===== src/rtl/dco_tap_ctrl.sv =====
// rtl/dco_tap_ctrl.sv - ring-oscillator tap-select controller with manual steps and frequency lock
// The auto-lock loop is built only when OSC_LOCK_EN is defined; without it, mode 10 acts as hold.
module dco_tap_ctrl #(
  parameter int TAPS     = 256,
  parameter int CNT_W    = 16,
  parameter int LOCK_CNT = 4
) (
  input  logic                    i_clk,
  input  logic                    i_res,
  input  logic [1:0]              i_mode,
  input  logic                    i_cmd_valid,
  output logic                    o_cmd_ready,
  input  logic                    i_cmd_dir,
  input  logic [3:0]              i_cmd_step,
  input  logic                    i_ref_tick,
  input  logic [CNT_W-1:0]        i_target,
  input  logic [CNT_W-1:0]        i_tol,
  output logic [$clog2(TAPS)-1:0] o_tap_idx,
  output logic [TAPS-1:0]         o_tap_sel,
  output logic                    o_at_min,
  output logic                    o_at_max,
  output logic [CNT_W-1:0]        o_meas_cnt,
  output logic                    o_meas_valid,
  output logic                    o_locked
);
  localparam int TW = $clog2(TAPS);
  // Wide enough for tap + a 4-bit step without wrapping, even for tiny TAPS.
  localparam int AW = (TW + 1 > 5) ? TW + 1 : 5;

  logic [TW-1:0]   r_tap_idx;
  logic [TAPS-1:0] r_tap_sel;
  logic            r_at_min;
  logic            r_at_max;
  logic [TW-1:0]   w_tap_nxt;
  logic            w_accept;

  function automatic logic [TW-1:0] f_move(input logic [TW-1:0] tap, input logic up,
                                           input logic [3:0] step);
    logic [AW-1:0] t;
    logic [AW-1:0] s;
    logic [AW-1:0] r;
    t = AW'(tap);
    s = AW'(step);
    if (up) begin
      r = t + s;
      if (r > AW'(TAPS - 1)) r = AW'(TAPS - 1);
    end else begin
      r = (s > t) ? '0 : t - s;
    end
    return r[TW-1:0];
  endfunction

  assign o_cmd_ready = (i_mode == 2'b01);
  assign w_accept    = i_cmd_valid && o_cmd_ready;

`ifdef OSC_LOCK_EN
  typedef enum logic [1:0] {S_IDLE, S_WAIT_EDGE, S_MEASURE, S_DECIDE} state_t;

  state_t           r_state;
  logic             r_sync1;
  logic             r_sync2;
  logic             r_sync3;
  logic             r_edge;
  logic [CNT_W-1:0] r_cnt;
  logic [CNT_W-1:0] r_meas_cnt;
  logic             r_meas_valid;
  logic             r_locked;
  logic             r_settle;
  logic [3:0]       r_lock_cnt;
  logic             w_auto;
  logic             w_decide;
  logic             w_auto_up;
  logic             w_auto_dn;
  logic [CNT_W-1:0] w_meas;
  logic [CNT_W:0]   w_hi;
  logic [CNT_W:0]   w_lo;

  assign w_auto    = (i_mode == 2'b10);
  assign w_meas    = (&r_cnt) ? r_cnt : r_cnt + CNT_W'(1);
  assign w_hi      = {1'b0, i_target} + {1'b0, i_tol};
  assign w_lo      = (i_tol > i_target) ? '0 : {1'b0, i_target - i_tol};
  assign w_decide  = w_auto && (r_state == S_MEASURE) && r_edge && !r_settle;
  assign w_auto_up = w_decide && ({1'b0, w_meas} > w_hi);
  assign w_auto_dn = w_decide && ({1'b0, w_meas} < w_lo);
`endif

  always_comb begin
    w_tap_nxt = r_tap_idx;
    if (w_accept) w_tap_nxt = f_move(r_tap_idx, i_cmd_dir, i_cmd_step);
`ifdef OSC_LOCK_EN
    else if (w_auto_up) w_tap_nxt = f_move(r_tap_idx, 1'b1, 4'd1);
    else if (w_auto_dn) w_tap_nxt = f_move(r_tap_idx, 1'b0, 4'd1);
`endif
  end

  always_ff @(posedge i_clk) begin
    if (i_res) begin
      r_tap_idx <= TW'(TAPS - 1);
      r_tap_sel <= {1'b1, {(TAPS-1){1'b0}}};
      r_at_min  <= 1'b0;
      r_at_max  <= 1'b1;
    end else begin
      r_tap_idx <= w_tap_nxt;
      r_tap_sel <= TAPS'(1) << w_tap_nxt;
      r_at_min  <= (w_tap_nxt == '0);
      r_at_max  <= (w_tap_nxt == TW'(TAPS - 1));
    end
  end

`ifdef OSC_LOCK_EN
  always_ff @(posedge i_clk) begin
    if (i_res) begin
      r_state      <= S_IDLE;
      r_sync1      <= 1'b0;
      r_sync2      <= 1'b0;
      r_sync3      <= 1'b0;
      r_edge       <= 1'b0;
      r_cnt        <= '0;
      r_meas_cnt   <= '0;
      r_meas_valid <= 1'b0;
      r_locked     <= 1'b0;
      r_settle     <= 1'b0;
      r_lock_cnt   <= '0;
    end else begin
      r_sync1      <= i_ref_tick;
      r_sync2      <= r_sync1;
      r_sync3      <= r_sync2;
      r_edge       <= r_sync2 & ~r_sync3;
      r_meas_valid <= 1'b0;
      if (!w_auto) begin
        r_state    <= S_IDLE;
        r_lock_cnt <= '0;
        r_locked   <= 1'b0;
        r_settle   <= 1'b0;
      end else begin
        case (r_state)
          S_IDLE: r_state <= S_WAIT_EDGE;
          S_WAIT_EDGE: begin
            if (r_edge) begin
              r_state  <= S_MEASURE;
              r_cnt    <= '0;
              r_settle <= 1'b0;
            end
          end
          S_MEASURE: begin
            if (r_edge) begin
              // Publish the measurement and act on it together, at DECIDE entry.
              r_state      <= S_DECIDE;
              r_meas_cnt   <= w_meas;
              r_meas_valid <= 1'b1;
              r_cnt        <= '0;
              if (r_settle) begin
                r_settle <= 1'b0;
              end else if (w_auto_up || w_auto_dn) begin
                r_lock_cnt <= '0;
                r_locked   <= 1'b0;
                r_settle   <= (w_tap_nxt != r_tap_idx);
              end else begin
                if (r_lock_cnt < 4'(LOCK_CNT)) r_lock_cnt <= r_lock_cnt + 4'd1;
                r_locked <= (r_lock_cnt >= 4'(LOCK_CNT - 1));
              end
            end else begin
              r_cnt <= w_meas;
            end
          end
          S_DECIDE: begin
            r_state <= S_MEASURE;
            r_cnt   <= w_meas;
          end
          default: r_state <= S_IDLE;
        endcase
      end
    end
  end

  assign o_meas_cnt   = r_meas_cnt;
  assign o_meas_valid = r_meas_valid;
  assign o_locked     = r_locked;
`else
  logic w_unused;
  assign w_unused     = ^{i_ref_tick, i_target, i_tol, 4'(LOCK_CNT)};
  assign o_meas_cnt   = '0;
  assign o_meas_valid = 1'b0;
  assign o_locked     = 1'b0;
`endif

  assign o_tap_idx = r_tap_idx;
  assign o_tap_sel = r_tap_sel;
  assign o_at_min  = r_at_min;
  assign o_at_max  = r_at_max;
endmodule


===== config.mk =====
export PLATFORM = sky130hd
export DESIGN_NAME = dco_tap_ctrl
export DESIGN_NICKNAME = d
export VERILOG_FILES = /design/src/rtl/dco_tap_ctrl.sv
export SDC_FILE = /design/constraint.sdc
export NUM_CORES = 1
export LEC_CHECK = 0
export CORE_ASPECT_RATIO = 1.2
export CORE_MARGIN = 2
export CORE_UTILIZATION = 45
export DETAILED_ROUTE_END_ITERATION = 8
export MAX_ROUTING_LAYER = met4
export PLACE_DENSITY = 0.87
export SLEW_MARGIN = 15
export SYNTH_ARGS = -nofsm -noshare
export SYNTH_HDL_FRONTEND = slang
export SYNTH_SLANG_ARGS = --single-unit

===== constraint.sdc =====
create_clock -name i_clk -period 7.8 [get_ports i_clk]
set_input_delay 2.34 -clock i_clk [delete_from_list [all_inputs] [get_ports i_clk]]
set_output_delay 2.34 -clock i_clk [all_outputs]
set_load 0.02 [all_outputs]

# ---- Word level (Yosys, flattened, before mapping)
# Index checks and enable logic that the tools add are counted.
dict set report totals {
  ff_bits 266
}
dict set report op_classes {
  add_sub_neg 2
  order_cmp 2
  n_eq_ne 2
  n_shift 1
  mux 4
  n_reduce_logical 2
}
# op count
set op_table {}
lappend op_table {{$shl A1 B8 Y256 const A} 1}
lappend op_table {{$mux W8} 4}
lappend op_table {{$add A8 B4 Y9} 1}
lappend op_table {{$gt A9 B8 Y1 const B} 1}
lappend op_table {{$eq A8 B8 Y1 const B} 1}
lappend op_table {{$gt A4 B8 Y1} 1}
lappend op_table {{$logic_not A8 Y1} 1}
lappend op_table {{$sub A8 B4 Y8} 1}
lappend op_table {{$eq A2 B1 Y1 const B} 1}
lappend op_table {{$logic_and A1 B1 Y1} 1}

# ---- Depth between registers and ports, before layout
# Gate-level depths: netlist of run 1.
dict set report depth {
  ltp_word 6
  ltp_mapped 13
  depth_no_buf 11
}

# ---- Worst setup path before layout of run 1
# OpenSTA, ideal clock, no wires.
dict set report synth_path {
  path_kind {input to output}
  start {in i_mode[0]}
  end {out o_cmd_ready}
  arrival_ns 2.667
  t_required_ns 5.460
  slack_ns 2.793
  stages 1
  n_path_buf 0
  cell_sequence {nor2b_1}
}
dict set report synth_between {
  elab_chain_cells 1
}
# element line
set synth_rtl {}
lappend synth_rtl {{start, declared} 10} ;# input logic [1:0] i_mode,
lappend synth_rtl {{$eq A2 B1 Y1} 53} ;# assign o_cmd_ready = (i_mode == 2'b01);
lappend synth_rtl {{end, declared} 12} ;# output logic o_cmd_ready,
# No other way between the ends.

# ---- Final worst setup path of run 1
# Same ends and word-level chain as after synthesis.

==> flow_summary.ini, run 1 <==
[sta]
max_clock_freq_ghz = 0.169
tightest_slew_ns = 1.19
fin_crit_sh_pct = 75.9
rsz0062_at_grt = false
fin_ws_ns = 1.88
relSlewSlack_pct = 20.4
slew_violations = 0
hold_viol_final = 0
finalSetupTns_ns = 0
skew_ns = 0.0119
whs_ns = 0.779
finalSetupViolCount = 0
finalCriticalPeriod_ns = 5.92

[grt]
antenna_found_initial = 0
grt_overflow = 0
first_global_vias = 6423
grt_usage_pct = 25.7
grt_max_degree = 30
grt_pass1_wl_um = 36200

[clocking]
cts-resized-gates = 0
cts_sinks = 266
clk_latency_ns = 0.51
cts_max_level = 1
post-cts-setup-buffers = 0
cts_buffer_depth = 3
cts_tree = yes
cts-root-buf = clkbuf_16
path_clk_slew_ns = 0.06
cts_buffers = 24
cts_hold_buf = 0

[synthesis]
yosysMostFrequentCell = dfxtp_1
synth_mux_area_share_pct = 0.255
synthTopCellsByArea = dfxtp_1, nor2_1, nand3_1, buf_4, ha_1
synth-simple-area-share_pct = 21.5
synth_compound_area_share_pct = 4.24
synthAdderAreaFrac_pct = 1.78
synth-xor-area-share_pct = 0.223
synth_top_family_by_area = simple AND/OR/NAND/NOR gates
yosys-top-cells-count = dfxtp_1, nor2_1, nand3_1, buf_4, nor3_1
synth_cells = 769
synth_top_area_share_pct = 67.8
ys_async_sr_fraction_pct = 0
synth_top_area_cell = dfxtp_1
synth_edf_count = 0
avgSynthCellArea_um2 = 10.2
ys_ff_latch = 266
netlist_area_um2 = 7850
ys.flop_type = dfxtp_1
ys_types = 53
yosys_warnings = 0
synth-seq-area-share_pct = 67.8

[min_path]
holdPathEnd = o_tap_idx[0]
worstHoldPathType = flip-flop to flip-flop
hold_depth = 3
hold_start = o_tap_idx[0]

[placement]
placed_area_um2 = 10700
hpwl_um = 16900
io_buffer_count = 276
dpl.cell_count = 1232
post-place-ws_ns = 1.41
place.gp.congestion = 0.892

[drt]
drt_first_pass_iters = 4
num_vias = 6439
wl_um = 24200
drt_iter0_markers = 440
routed_via_density = 5.06
drc = 0
wire_per_inst_um = 19.0
antenna_left = 0

[die]
start_util_pct = 46.2
rows = 52
die_h_um = 149
core_um2 = 17000
die_area_um2 = 18500
io_pins = 328
die_x_um = 125

[flow_run]
maxCapViolations = 0

[worst_setup_path]
rr_startpoint = o_tap_idx[0]
r2r_slack_ns = 3.88
crit_required_ns = 5.46
cp_max_fo = 3
worstPathArrival_ns = 3.58
critPathKind = input pin to primary output
rr_worst_depth = 9
critPathLaunchType = input pin
worstSetupEndpointType = primary output
r2r_end = o_tap_sel[117]

[pwr]
leakage_nw = 4.11
power_mw = 2.69
vdd_ir_drop_max_mv = 0.190
powerDensity_nw_per_um2 = 235

[final_layout]
utilization_pct = 67.5
finalNonFillerCells = 1272
fillCellCount = 1252
fin_area_um2 = 11500
drive_gt1_share_pct = 4.73
num-nets-final = 1095
areaGrowthSynthToFinish_pct = 46.0
n_antenna_cell = 0

[run_status]
status = finished clean
-- routing by layer --
layer / share of wire (%) / global-route usage (%) / vias up
li1: - / - / 2996
met1: 39 / 29.2 / 3082
met2: 51 / 45.6 / 317
met3: 7.5 / 5.76 / 44
met4: 2.1 / 7.47 / 0
met5: 0 / - / -
-- critical path, cell delays in order --
cell	delay (ns)
clkdlybuf4s50_1	0.50
nor2b_1	0.13
clkdlybuf4s50_1	0.61
-- flip-flops by register name (all words and copies together) (netlist names) --
name,cells
o_at_min,1
o_tap_idx,8
o_tap_sel,256
o_at_max,1
-- cells by family after synthesis --
kind of cell	after synthesis
AOI/OAI and AO/OA	45
adders and majority gates	10
buffers and inverters	60
DFF	266
xor gates and xnor gates	2
other	1
and+or+nand+nor	383
muxes	2
-- how the worst max path moves through the flow --
stage,from,end,slack (ns)
detailed placement,i_cmd_step[2],o_tap_sel[125],1.41
global route,i_cmd_step[2],o_tap_sel[125],1.69
global placement,i_cmd_step[2],o_tap_sel[117],1.53
floorplan,i_mode[0],o_cmd_ready,2.79
finish,i_mode[0],o_cmd_ready,1.88
CTS,i_cmd_step[2],o_tap_sel[117],1.87
-- placed cells by master, fill, tap and decap left out, drive strengths merged, types with 9 or more instances in the layout --
master | Yosys | final
nor3 | 16 | 16
dfxtp | 266 | 266
a21oi | 10 | 10
nand2b | 9 | 9
clkdlybuf4s50 | 0 | 276
nor2 | 255 | 255
nand3 | 63 | 63
inv | 13 | 14
conb | 1 | 18
nand2 | 12 | 12
clkbuf | 11 | 35
-- layout make-up --
cell class	instances	area (µm²)	share of cell area (%)
Timing Repair Buffer	277	2770	24.2
Tap cell	216	270	2.36
Sequential cell	266	5330	46.4
Inverter	13	48.8	0.426
Clock inverter	5	81.3	0.709
Multi-Input combinational cell	460	2270	19.8
Clock buffer	35	703	6.13
-- power by group --
group / internal [mW] / total (mW) / switching, mW
Sequential: 1.36 / 1.37 / 0.00494
Clock: 0.689 / 1.17 / 0.482
Combinational: 0.0414 / 0.150 / 0.108
Total: 2.09 / 2.69 / 0.595
Power figures use the tool's default switching activity.
==> inputs of run 2 (changes only) <==
Settings changed: CORE_UTILIZATION 45 to 38, PLACE_DENSITY 0.87 to 0.78.
Clock period 7.8 ns to 5.3 ns, I/O delays scaled along.
==> run 2 against run 1 <==
  * Total power is 53% higher
  * Critical path type is now input pin to flip-flop
  * Core utilization shrank 9.5 points
  * Largest power group unchanged
  * Die area increased by 18%
  * Sequential power rose by 47%
==> flow_summary.ini, run 2 (same netlist as run 1, synthesis figures left out) <==
[die]
start_util_pct = 38.8
die_area_um2 = 21800
core_um2 = 20300
io_pins = 328
die_x_um = 135
rows = 57
die_h_um = 161

[final_layout]
finalNonFillerCells = 1339
fin_area_um2 = 11700
areaGrowthSynthToFinish_pct = 49.5
final_cell_mix = clkdlybuf4s50_1, dfxtp_1, nor2_1, nand3_1, clkbuf_16
final_common_cell = clkdlybuf4s50_1
multiInputGateArea_um2 = 2270
largest_register_ffs = 256
n_antenna_cell = 0
regArea_um2 = 5330
fillCellCount = 1723
drive_gt1_share_pct = 6.89
num-nets-final = 1110
utilization_pct = 58.0

[flow_run]
maxCapViolations = 0

[grt]
antenna_found_initial = 0
grt_usage_pct = 21.9
grt_max_degree = 22
grt_pass1_wl_um = 35700
grt_overflow = 0
first_global_vias = 6358

[clocking]
cts_tree = yes
clk_latency_ns = 0.51
cts_max_level = 1
post-cts-setup-buffers = 0
cts-root-buf = clkbuf_16
cts_hold_buf = 0
cts_buffer_depth = 3
cts_sinks = 266
cts-resized-gates = 0
cts_buffers = 24
path_clk_slew_ns = 0.06

[run_status]
status = finished clean

[sta]
finalSetupViolCount = 0
hold_viol_final = 0
rsz0062_at_grt = false
finalCriticalPeriod_ns = 4.89
max_clock_freq_ghz = 0.204
tightest_slew_ns = 1.19
slew_violations = 0
skew_ns = 0.00864
fin_crit_sh_pct = 92.3
relSlewSlack_pct = 20.4

[worst_setup_path]
rr_worst_depth = 11
cp_max_fo = 10
critPathLaunchType = input pin
worstSetupEndpointType = flip-flop
worstPathArrival_ns = 5.32
crit_required_ns = 5.73
critPathKind = input pin to flip-flop

[placement]
dpl.cell_count = 1296
place.gp.congestion = 0.885
hpwl_um = 17100
io_buffer_count = 276
placed_area_um2 = 10900

[drt]
antenna_left = 0
wl_met1_um = 9180
routed_via_density = 4.82
drc = 0
drt_iter0_markers = 409
topRoutingLayerUsed = met4
wl_met2_um = 12100
drt_first_pass_iters = 5
wl_um = 24000
wl_met3_um = 2160
num_vias = 6451
wire_per_inst_um = 17.9

[min_path]
worstHoldPathType = flip-flop to flip-flop
hold_depth = 3

[pwr]
vdd_ir_drop_max_mv = 0.284
powerDensity_nw_per_um2 = 351
power_mw = 4.13
leakage_nw = 4.24
-- run 2: metal layers --
metal	global-route usage, %	vias to the layer above
met5	-	-
met1	24.5	3035
met4	6.39	0
met3	5.46	43
met2	38.6	344
li1	-	3029
-- run 2: critical path, stage by stage --
cell and delay (ns):
clkdlybuf4s50_1 0.48, inv_1 0.05, ha_1 0.43, a21o_1 0.22, nand2_1 0.10, a21o_1 0.25
o311a_1 0.41, nor2_1 0.91, nand3_1 0.62, nor2_1 0.26
-- run 2: stage by stage --
| step | setup TNS [ns] | hold slack, ns | setup WS [ns] |
|---|---|---|---|
| final | 0 | 0.747 | 0.406 |
| after global routing | 0 | 0.814 | 0.208 |
| after detailed placement | -0.0760 | 0.752 | -0.0378 |
| after floorplan | 0 | 0.764 | 1.28 |
| after CTS | 0 | 0.769 | 0.493 |
| after global placement | -0.00729 | 0.739 | -0.00580 |
-- run 2: worst paths after layout --
| check | start | to | slack [ns] |
|---|---|---|---|
| worst max-delay path | i_cmd_step[2] | o_tap_sel[70] | 0.41 |
| worst min-delay path | o_tap_idx[2] | o_tap_idx[2] | 0.75 |
| worst max register to register | o_tap_idx[0] | o_tap_sel[70] | 1.40 |
| worst min register to register | o_tap_idx[2] | o_tap_idx[2] | 0.75 |
-- run 2: where the power goes --
group | switching, mW | leakage (nW) | internal [mW] | total [mW]
Sequential | 0.00828 | 2.14 | 2.01 | 2.02
Combinational | 0.160 | 1.66 | 0.0670 | 0.227
Clock | 0.733 | 0.439 | 1.15 | 1.89
-- run 2: layout make-up --
type / count / area share [%]
Multi-Input combinational cell: 460 / 19.3
Tap cell: 265 / 2.82
Clock buffer: 32 / 6.15
Inverter: 13 / 0.416
Clock inverter: 11 / 1.41
Sequential cell: 266 / 45.3
Timing Repair Buffer: 292 / 24.5
